### src/rtl/sprite_pkg.sv
// Shared sprite definitions used by the loader, the ROM reader and the renderer.
package sprite_pkg;
  localparam int PIX_W       = 12;
  localparam int DEF_SPR_W   = 32;
  localparam int DEF_SPR_H   = 32;
  localparam int DEF_NUM_OBJ = 4;
  localparam int IDX_W       = 3;

  typedef logic [PIX_W-1:0] colour_t;

  typedef enum logic {
    IDLE = 1'b0,
    LOAD = 1'b1
  } load_state_e;

  // Slot 0 means "no object", so legal slots are 1..num_obj.
  function automatic logic index_legal(input logic [IDX_W-1:0] idx, input int num_obj);
    return (idx != '0) && (int'(idx) <= num_obj);
  endfunction
endpackage

### src/rtl/sprite_rom_loader_if.sv
// Pixel stream in and sprite-memory write port out of the loader.
interface sprite_rom_loader_if #(
  parameter int PIX_W = 12,
  parameter int ROW_W = 5,
  parameter int COL_W = 5
);
  logic [PIX_W-1:0] pix_data;
  logic             pix_valid;
  logic             pix_ready;
  logic             wr_en;
  logic [2:0]       wr_index;
  logic [ROW_W-1:0] wr_row;
  logic [COL_W-1:0] wr_col;
  logic [PIX_W-1:0] wr_data;

  modport master (
    input  pix_data, pix_valid,
    output pix_ready, wr_en, wr_index, wr_row, wr_col, wr_data
  );

  modport slave (
    output pix_data, pix_valid,
    input  pix_ready, wr_en, wr_index, wr_row, wr_col, wr_data
  );
endinterface

### src/rtl/sprite_addr_counter.sv
// Raster row/col counter, column fastest, with clear, enable and last-position flag.
module sprite_addr_counter #(
  parameter int SPR_W = 32,
  parameter int SPR_H = 32,
  parameter int ROW_W = $clog2(SPR_H),
  parameter int COL_W = $clog2(SPR_W)
) (
  input  logic             clk,
  input  logic             reset_n,
  input  logic             clear,
  input  logic             en,
  output logic [ROW_W-1:0] row,
  output logic [COL_W-1:0] col,
  output logic             last
);
  logic col_end;

  assign col_end = (col == COL_W'(SPR_W - 1));
  assign last    = col_end && (row == ROW_W'(SPR_H - 1));

  always_ff @(posedge clk or negedge reset_n) begin
    if (!reset_n) begin
      row <= '0;
      col <= '0;
    end else if (clear) begin
      row <= '0;
      col <= '0;
    end else if (en) begin
      if (last) begin
        row <= '0;
        col <= '0;
      end else if (col_end) begin
        col <= '0;
        row <= row + 1'b1;
      end else begin
        col <= col + 1'b1;
      end
    end
  end
endmodule

### src/rtl/sprite_rom_loader.sv
// Sequences a valid/ready pixel stream into one object slot's sprite memory in raster order.
// state | meaning
// IDLE  | waiting for a start with a legal object index
// LOAD  | accepting pixels until the last raster position or abort
module sprite_rom_loader #(
  parameter int SPR_W   = sprite_pkg::DEF_SPR_W,
  parameter int SPR_H   = sprite_pkg::DEF_SPR_H,
  parameter int PIX_W   = sprite_pkg::PIX_W,
  parameter int NUM_OBJ = sprite_pkg::DEF_NUM_OBJ
) (
  input  logic                           clk,
  input  logic                           reset_n,
  input  logic                           start,
  input  logic [sprite_pkg::IDX_W-1:0]   obj_index,
  input  logic                           abort,
  sprite_rom_loader_if.master            bus,
  output logic                           busy,
  output logic                           done,
  output logic                           error
);
  import sprite_pkg::*;

  localparam int ROW_W = $clog2(SPR_H);
  localparam int COL_W = $clog2(SPR_W);

  load_state_e      state_q, state_d;
  logic             in_idle, in_load;
  logic             start_ok, start_bad, accept, ctr_clear, last;
  logic [ROW_W-1:0] row;
  logic [COL_W-1:0] col;
  logic [IDX_W-1:0] idx_q;

  always_ff @(posedge clk or negedge reset_n) begin
    if (!reset_n) state_q <= IDLE;
    else          state_q <= state_d;
  end

  always_comb begin
    state_d = state_q;
    case (state_q)
      IDLE: if (start_ok) state_d = LOAD;
      LOAD: if (abort || (accept && last)) state_d = IDLE;
      default: state_d = IDLE;
    endcase
  end

  always_comb begin
    in_idle       = (state_q == IDLE);
    in_load       = (state_q == LOAD);
    busy          = in_load;
    bus.pix_ready = in_load && !abort;
    accept        = bus.pix_valid && bus.pix_ready;
    start_ok      = in_idle && start && index_legal(obj_index, NUM_OBJ);
    start_bad     = in_idle && start && !index_legal(obj_index, NUM_OBJ);
    // Clearing on abort keeps the next load independent of a cancelled one.
    ctr_clear     = start_ok || (in_load && abort);
  end

  sprite_addr_counter #(
    .SPR_W(SPR_W),
    .SPR_H(SPR_H),
    .ROW_W(ROW_W),
    .COL_W(COL_W)
  ) u_addr (
    .clk    (clk),
    .reset_n(reset_n),
    .clear  (ctr_clear),
    .en     (accept),
    .row    (row),
    .col    (col),
    .last   (last)
  );

  always_ff @(posedge clk or negedge reset_n) begin
    if (!reset_n) begin
      idx_q        <= '0;
      bus.wr_en    <= 1'b0;
      bus.wr_index <= '0;
      bus.wr_row   <= '0;
      bus.wr_col   <= '0;
      bus.wr_data  <= '0;
      done         <= 1'b0;
      error        <= 1'b0;
    end else begin
      if (start_ok) idx_q <= obj_index;
      bus.wr_en <= accept;
      done      <= accept && last;
      error     <= start_bad;
      if (accept) begin
        bus.wr_index <= idx_q;
        bus.wr_row   <= row;
        bus.wr_col   <= col;
        bus.wr_data  <= bus.pix_data;
      end
    end
  end
endmodule

### src/flat_wrapper.sv
// flat-port wrapper written by rule: the top's interface ports become plain ports
module sprite_rom_loader_flat import sprite_pkg::*;
#(
  parameter int SPR_W   = sprite_pkg::DEF_SPR_W,
  parameter int SPR_H   = sprite_pkg::DEF_SPR_H,
  parameter int PIX_W   = sprite_pkg::PIX_W,
  parameter int NUM_OBJ = sprite_pkg::DEF_NUM_OBJ
)
  (clk, reset_n, start, obj_index, abort, busy, done, error, bus_pix_data, bus_pix_valid, bus_pix_ready, bus_wr_en, bus_wr_index, bus_wr_row, bus_wr_col, bus_wr_data);
  sprite_rom_loader_if #(.PIX_W(PIX_W), .ROW_W(($clog2(SPR_H))), .COL_W(($clog2(SPR_W)))) bus_i ();
  input  logic clk;
  input  logic reset_n;
  input  logic start;
  input  logic [sprite_pkg::IDX_W-1:0] obj_index;
  input  logic abort;
  output logic busy;
  output logic done;
  output logic error;
  input wire logic [$bits(bus_i.pix_data)-1:0] bus_pix_data;
  input wire logic [$bits(bus_i.pix_valid)-1:0] bus_pix_valid;
  output wire logic [$bits(bus_i.pix_ready)-1:0] bus_pix_ready;
  output wire logic [$bits(bus_i.wr_en)-1:0] bus_wr_en;
  output wire logic [$bits(bus_i.wr_index)-1:0] bus_wr_index;
  output wire logic [$bits(bus_i.wr_row)-1:0] bus_wr_row;
  output wire logic [$bits(bus_i.wr_col)-1:0] bus_wr_col;
  output wire logic [$bits(bus_i.wr_data)-1:0] bus_wr_data;
  assign bus_i.pix_data = bus_pix_data;
  assign bus_i.pix_valid = bus_pix_valid;
  assign bus_pix_ready = bus_i.pix_ready;
  assign bus_wr_en = bus_i.wr_en;
  assign bus_wr_index = bus_i.wr_index;
  assign bus_wr_row = bus_i.wr_row;
  assign bus_wr_col = bus_i.wr_col;
  assign bus_wr_data = bus_i.wr_data;
  sprite_rom_loader #(.SPR_W(SPR_W), .SPR_H(SPR_H), .PIX_W(PIX_W), .NUM_OBJ(NUM_OBJ)) u_core (.clk(clk), .reset_n(reset_n), .start(start), .obj_index(obj_index), .abort(abort), .bus(bus_i), .busy(busy), .done(done), .error(error));
endmodule
### config.mk
export PLATFORM = sky130hd
export DESIGN_NAME = sprite_rom_loader_flat
export DESIGN_NICKNAME = d
export VERILOG_FILES = /design/src/rtl/sprite_pkg.sv /design/src/rtl/sprite_rom_loader_if.sv /design/src/rtl/sprite_addr_counter.sv /design/src/rtl/sprite_rom_loader.sv /design/src/flat_wrapper.sv
export SDC_FILE = /design/constraint.sdc
export NUM_CORES = 1
export LEC_CHECK = 0
export CAP_MARGIN = 20
export CORE_AREA = 10 10 85 87
export CTS_CLUSTER_DIAMETER = 100
export DETAILED_ROUTE_END_ITERATION = 16
export DIE_AREA = 0 0 95 97
export GPL_TIMING_DRIVEN = 0
export HOLD_SLACK_MARGIN = 0.12
export MAX_ROUTING_LAYER = met4
export PLACE_DENSITY_LB_ADDON = 0.3
export SYNTH_ARGS = -nofsm -noshare
export SYNTH_HDL_FRONTEND = slang
export SYNTH_HIERARCHICAL = 1
export SYNTH_SLANG_ARGS = --single-unit
### constraint.sdc
create_clock -name clk -period 2.35 [get_ports clk]
set_clock_uncertainty 0.05 [all_clocks]
set_input_delay 0.5875 -clock clk [delete_from_list [all_inputs] [get_ports clk]]
set_output_delay 0.5875 -clock clk [all_outputs]
set_load 0.1 [all_outputs]
* After elaboration in Yosys (flattened, before gate mapping) *
Cells that the tools add are included.

word-level totals
  input port bits = 20
  latch bits = 0
  word-level logic and storage cells = 45
  memories = 0
  register bits = 42
  ROM bits = 0
  RAM bits = 0

operators by class
  reduce and logical (&&, ||, !) cells = 17
  bitwise logic cells = 1
  $mul = 0
  shift operators = 0
  equal/unequal tests = 2
  $lt $le $gt $ge = 1
  $add $sub $neg = 2
  div/mod/pow operators = 0
  muxes and demuxes = 11

operator list
  kind                                                           count
  5-bit 2-to-1 mux                                               8
  5-bit by 1-bit adder with 5-bit output, second input constant  2
  5-bit == test, second input constant                           2
  1-bit logical AND                                              9
  3-bit nonzero test                                             2
  3-bit less-or-equal comparator, second input constant          1
  1-bit zero test                                                2
  1-bit logical OR                                               2
  1-bit 2-to-1 mux                                               2
  1-bit case mux with 2 select lines                             1
  2-bit AND reduction                                            1
  2-bit nonzero test                                             1
  1-bit NOT                                                      1

* Depth between registers and ports, before layout *
  word-level depth = 7
  depth in mapped cells = 8
  depth with buffers taken out = 6

* Modules after synthesis *
The synthesis kept the hierarchy.

modules (own cells, without submodules)
  module               sequential area each (um2)  cells an instance  times used  area each (um2)
  sprite_rom_loader    800.8                       84                 1           1331.3
  sprite_addr_counter  250.2                       54                 1           548.0

* Worst setup path before layout *
OpenSTA, ideal clock, no wires.

  path kind = reg-to-reg
  from = register u_core.state_q (netlist: u_core/busy)
  to = register u_core.u_addr.col[3]
  stages on the path, launching flop included = 8
  data arrival time = 2657 ps
  path buffers = 2
  library setup time = 82 ps
  slack = -439 ps
  clock period less this slack = 2789 ps
  data required time = 2218 ps
  cell sequence = dfrtp_1 > and2b_4 > nand2_4 > buf_6 > inv_1 > buf_2 > or4b_1 > a31oi_1

between the ends
  elaborated cells on any way between the ends = 9

RTL lines
  what                          line                       source
  from (decl)                   sprite_rom_loader.sv:26    load_state_e state_q, state_d;
  from (signal assigned)        sprite_rom_loader.sv:35    else state_q <= state_d;
  1-bit logical AND             sprite_rom_loader.sv:51    bus.pix_ready = in_load && !abort;
  named net bus_pix_ready       flat_wrapper.sv:21         output wire logic [$bits(bus_i.pix_ready)-1:0] bus_pix_ready;
  1-bit logical AND             sprite_rom_loader.sv:52    accept = bus.pix_valid && bus.pix_ready;
  named net u_core.accept       sprite_rom_loader.sv:28    logic start_ok, start_bad, accept, ctr_clear, last;
  2-bit nonzero test (no line)  --
  to (signal assigned)          sprite_addr_counter.sv:36  col <= col + 1'b1;
  to (decl)                     sprite_addr_counter.sv:13  output logic [COL_W-1:0] col,

The timed path passes the listed nets, and every way through them passes these cells.
A chain may end at the register's enable or synchronous reset.

* Worst setup path after layout *
  from = register u_core.state_q (netlist: u_core/busy)
  to = output port busy

RTL lines
  what       line                source
  to (decl)  flat_wrapper.sv:16  output logic busy;

No word-level cell between the ends.

==> reports/results.tsv <==
metric	value	unit
run status	complete, no violations	
first-pass GRT wire length	6580	um
Top Family by Delay on Critical Path	buffers and inverters	
RSZ-0062 raised after global routing	no	
Mapped Cells	138	
Post-Route WL	4000	um
fraction of registers with async set/reset	1.00	
area of the core	5470	um2
crit start category	flip-flop	
RR Startpoint	u_core/u_addr/col[0]	
post-layout util	0.465	
Unique masters post-synth	32	
slowest stage cell, crit path	dlygate4sd2_1	
ANT nets after route	0	
CP bufs+invs	1	
Initial Util	0.343	
DR vias/cell	4.75	
Storage cell area	1050	um2
Die H	97	um
Commonest cells post-synth	dfrtp_1 (42), mux2_4 (19), nor2_1 (8)	
actual slew at the worst max-slew pin	1010	ps
largest net degree at the start of global routing	35	
drt pass-1 iters	4	
worst reg-to-reg setup slack	310	ps
site row count	27	
CP cell instances	dlygate4sd2_1	
worst-path fanout max	6	
static leakage	1.25	nW
Data arrival, critical path	1610	ps
port buffer count	48	
Peak Freq	446	MHz
initial antenna violation count	0	
worst path required time	1710	ps
slowest stage delay, CP	870	ps
clock sink count	42	
Yosys reg bits	42	
Reg clk slew, reported paths	80	ps
Avg Inst Size Synth	13.6	um2
initial DRC count	45	
Seq/Total Area, Yosys	0.559	
share of post-route cells with drive strength above 1	0.215	
max-cap viol count	0	
total CTS buffers	5	
synth warn	6	
Main synth FF type	dfrtp_1	
# diodes	0	
Worst Slack Setup Final	106	ps
Clock Tree Buf Depth	2	
most frequent cell after synthesis	dfrtp_1	
total power	3.01	mW
post-DP HPWL	3030	um
type of destination of the critical path	output pin	
top cells by area, synth	dfrtp_1 (56%), mux2_4 (15%), mux2_2 (3.6%), ha_1 (2.7%), mux2i_1 (2.1%)	
wire length per cell	15.0	um
net count after synthesis	162	
Cell Pwr Density	1180	nW/um2
Final period util	0.955	
Tot GR Track Use	0.0922	
CP Launch Point	u_core/busy	
Hold WC Path Type	reg -> reg	
clk_lat worst skew	290	ps
final setup fails	0	
Post-route DRC	0	
io pins	50	
Yosys top cell area share	0.559	
H-Tree Depth	2	
vias in the first global route	1289	
die area	9220	um2
CTS tree	built	
Hold Path Origin	u_core/bus.wr_data[7]	
post-synth top area cell	dfrtp_1	
Final Critical Period	2240	ps
peak supply drop	0.609	mV
CP Class	reg -> out	
Max-Slew Margin vs Limit	0.330	
final hold violation count	0	
Fillers	509	
GRT overflow	0	
pre-CTS setup slack	-737	ps
Die X	95	um
area grow syn2layout	35.4	%
Synth Cell Area	1880	um2
Slew Limit Fails	0	
Final GP Congestion	0.808	
Root Driver	clkbuf_8	
post-layout net count	218	
number of synthesized flops with an enable pin	0	
Multi-input gate area	790	um2
DR vias	1268	
[stage by stage]
stage | hold slack, ps | setup TNS [ps] | instances | instance area [um2]
2_1_floorplan | 242 | 0 | 138 | 1890
3_3_place_gp | 438 | -23880 | 258 | 2460
3_5_place_dp | 417 | -1790 | 259 | 2470
4_1_cts | 457 | 0 | 268 | 2550
5_1_grt | 471 | 0 | 267 | 2540
6_report | 453 | 0 | 267 | 2540
[report_power, final]
part	internal, mW	leakage (nW)	switching [mW]
registers	0.879	0.527	0.0946
logic	0.340	0.670	1.14
clock network	0.317	0.0514	0.241
[layout by cell type (no fill, tap or decap), drive strengths merged, types with 2 or more instances in the layout]
| cell | netlist | routed |
|---|---|---|
| or4b | 2 | 2 |
| a31oi | 2 | 2 |
| nand2b | 3 | 3 |
| nor2 | 8 | 8 |
| dlygate4sd2 | 0 | 29 |
| nand3 | 3 | 3 |
| dfrtp | 42 | 42 |
| mux2 | 25 | 25 |
| o21ai | 7 | 7 |
| xnor2 | 3 | 3 |
| buf | 3 | 5 |
| ha | 4 | 4 |
| a21oi | 6 | 6 |
| nand2 | 7 | 7 |
| and3 | 3 | 3 |
| clkbuf | 2 | 8 |
| a22o | 2 | 2 |
| nor2b | 2 | 2 |
| mux2i | 4 | 4 |
| clkdlybuf4s50 | 0 | 17 |
[cell type report]
class | count | share of cell area
clock buffer | 6 | 0.0285
multi-input combinational | 90 | 0.310
sequential | 42 | 0.414
inverter | 1 | 0.00147
timing repair buffer | 50 | 0.183
clock inverter | 2 | 0.0147
buffer | 4 | 0.0118
tap | 72 | 0.0354
[metal layers]
layer / vias to the layer above / wire (um) / share of wire / GRT usage
li1: 605 / - / - / -
met1: 628 / 1770 / 0.44 / 0.105
met2: 27 / 1980 / 0.50 / 0.149
met5: - / 0 / 0 / -
met3: 8 / 178 / 0.044 / 0.0247
met4: 0 / 64 / 0.016 / 0.0378
[registers in the layout, summed over array words and instances, names as in the netlist]
| name | flops |
|---|---|
| u_core/bus.wr_data | 12 |
| u_core/bus.wr_index | 3 |
| u_core/bus.wr_row | 5 |
| u_core/busy | 1 |
| u_core/done | 1 |
| u_core/u_addr/col | 5 |
| u_core/bus.wr_col | 5 |
| u_core/bus.wr_en | 1 |
| u_core/idx_q | 3 |
| u_core/error | 1 |
| u_core/u_addr/row | 5 |
[logic make-up (layout without fill, tap and decap cells)]
kind of cell | Yosys count | count (layout) | share of synthesized area
mux | 29 | 29 | 0.209
compound gates | 19 | 19 | 0.0593
fa+ha+maj | 4 | 4 | 0.0266
simple gates | 35 | 35 | 0.111
xor+xnor | 3 | 3 | 0.0140
flops | 42 | 42 | 0.559
buf+inv | 6 | 63 | 0.0206
[final timing paths]
kind                                          end  depth (start not counted)
setup / recovery                             busy                          1
hold / removal              u_core/bus.wr_data[7]                          1
setup reg to reg             u_core/u_addr/row[2]                          6
hold reg to reg             u_core/bus.wr_data[7]                          1
max in group asynchronous    u_core/u_addr/row[2]                          3
min in group asynchronous  u_core/bus.wr_index[0]                          2
[timing repair]
| item | 4_1_cts | 5_1_grt |
|---|---|---|
| endpoints found under the hold margin | 8 | 0 |
| hold buffers | 1 | 0 |
| gates resized for setup | 35 | 2 |
| setup buffers | 0 | 0 |
| setup endpoints to repair | 30 | 3 |
Note: power is estimated with default switching activity, not from simulation.
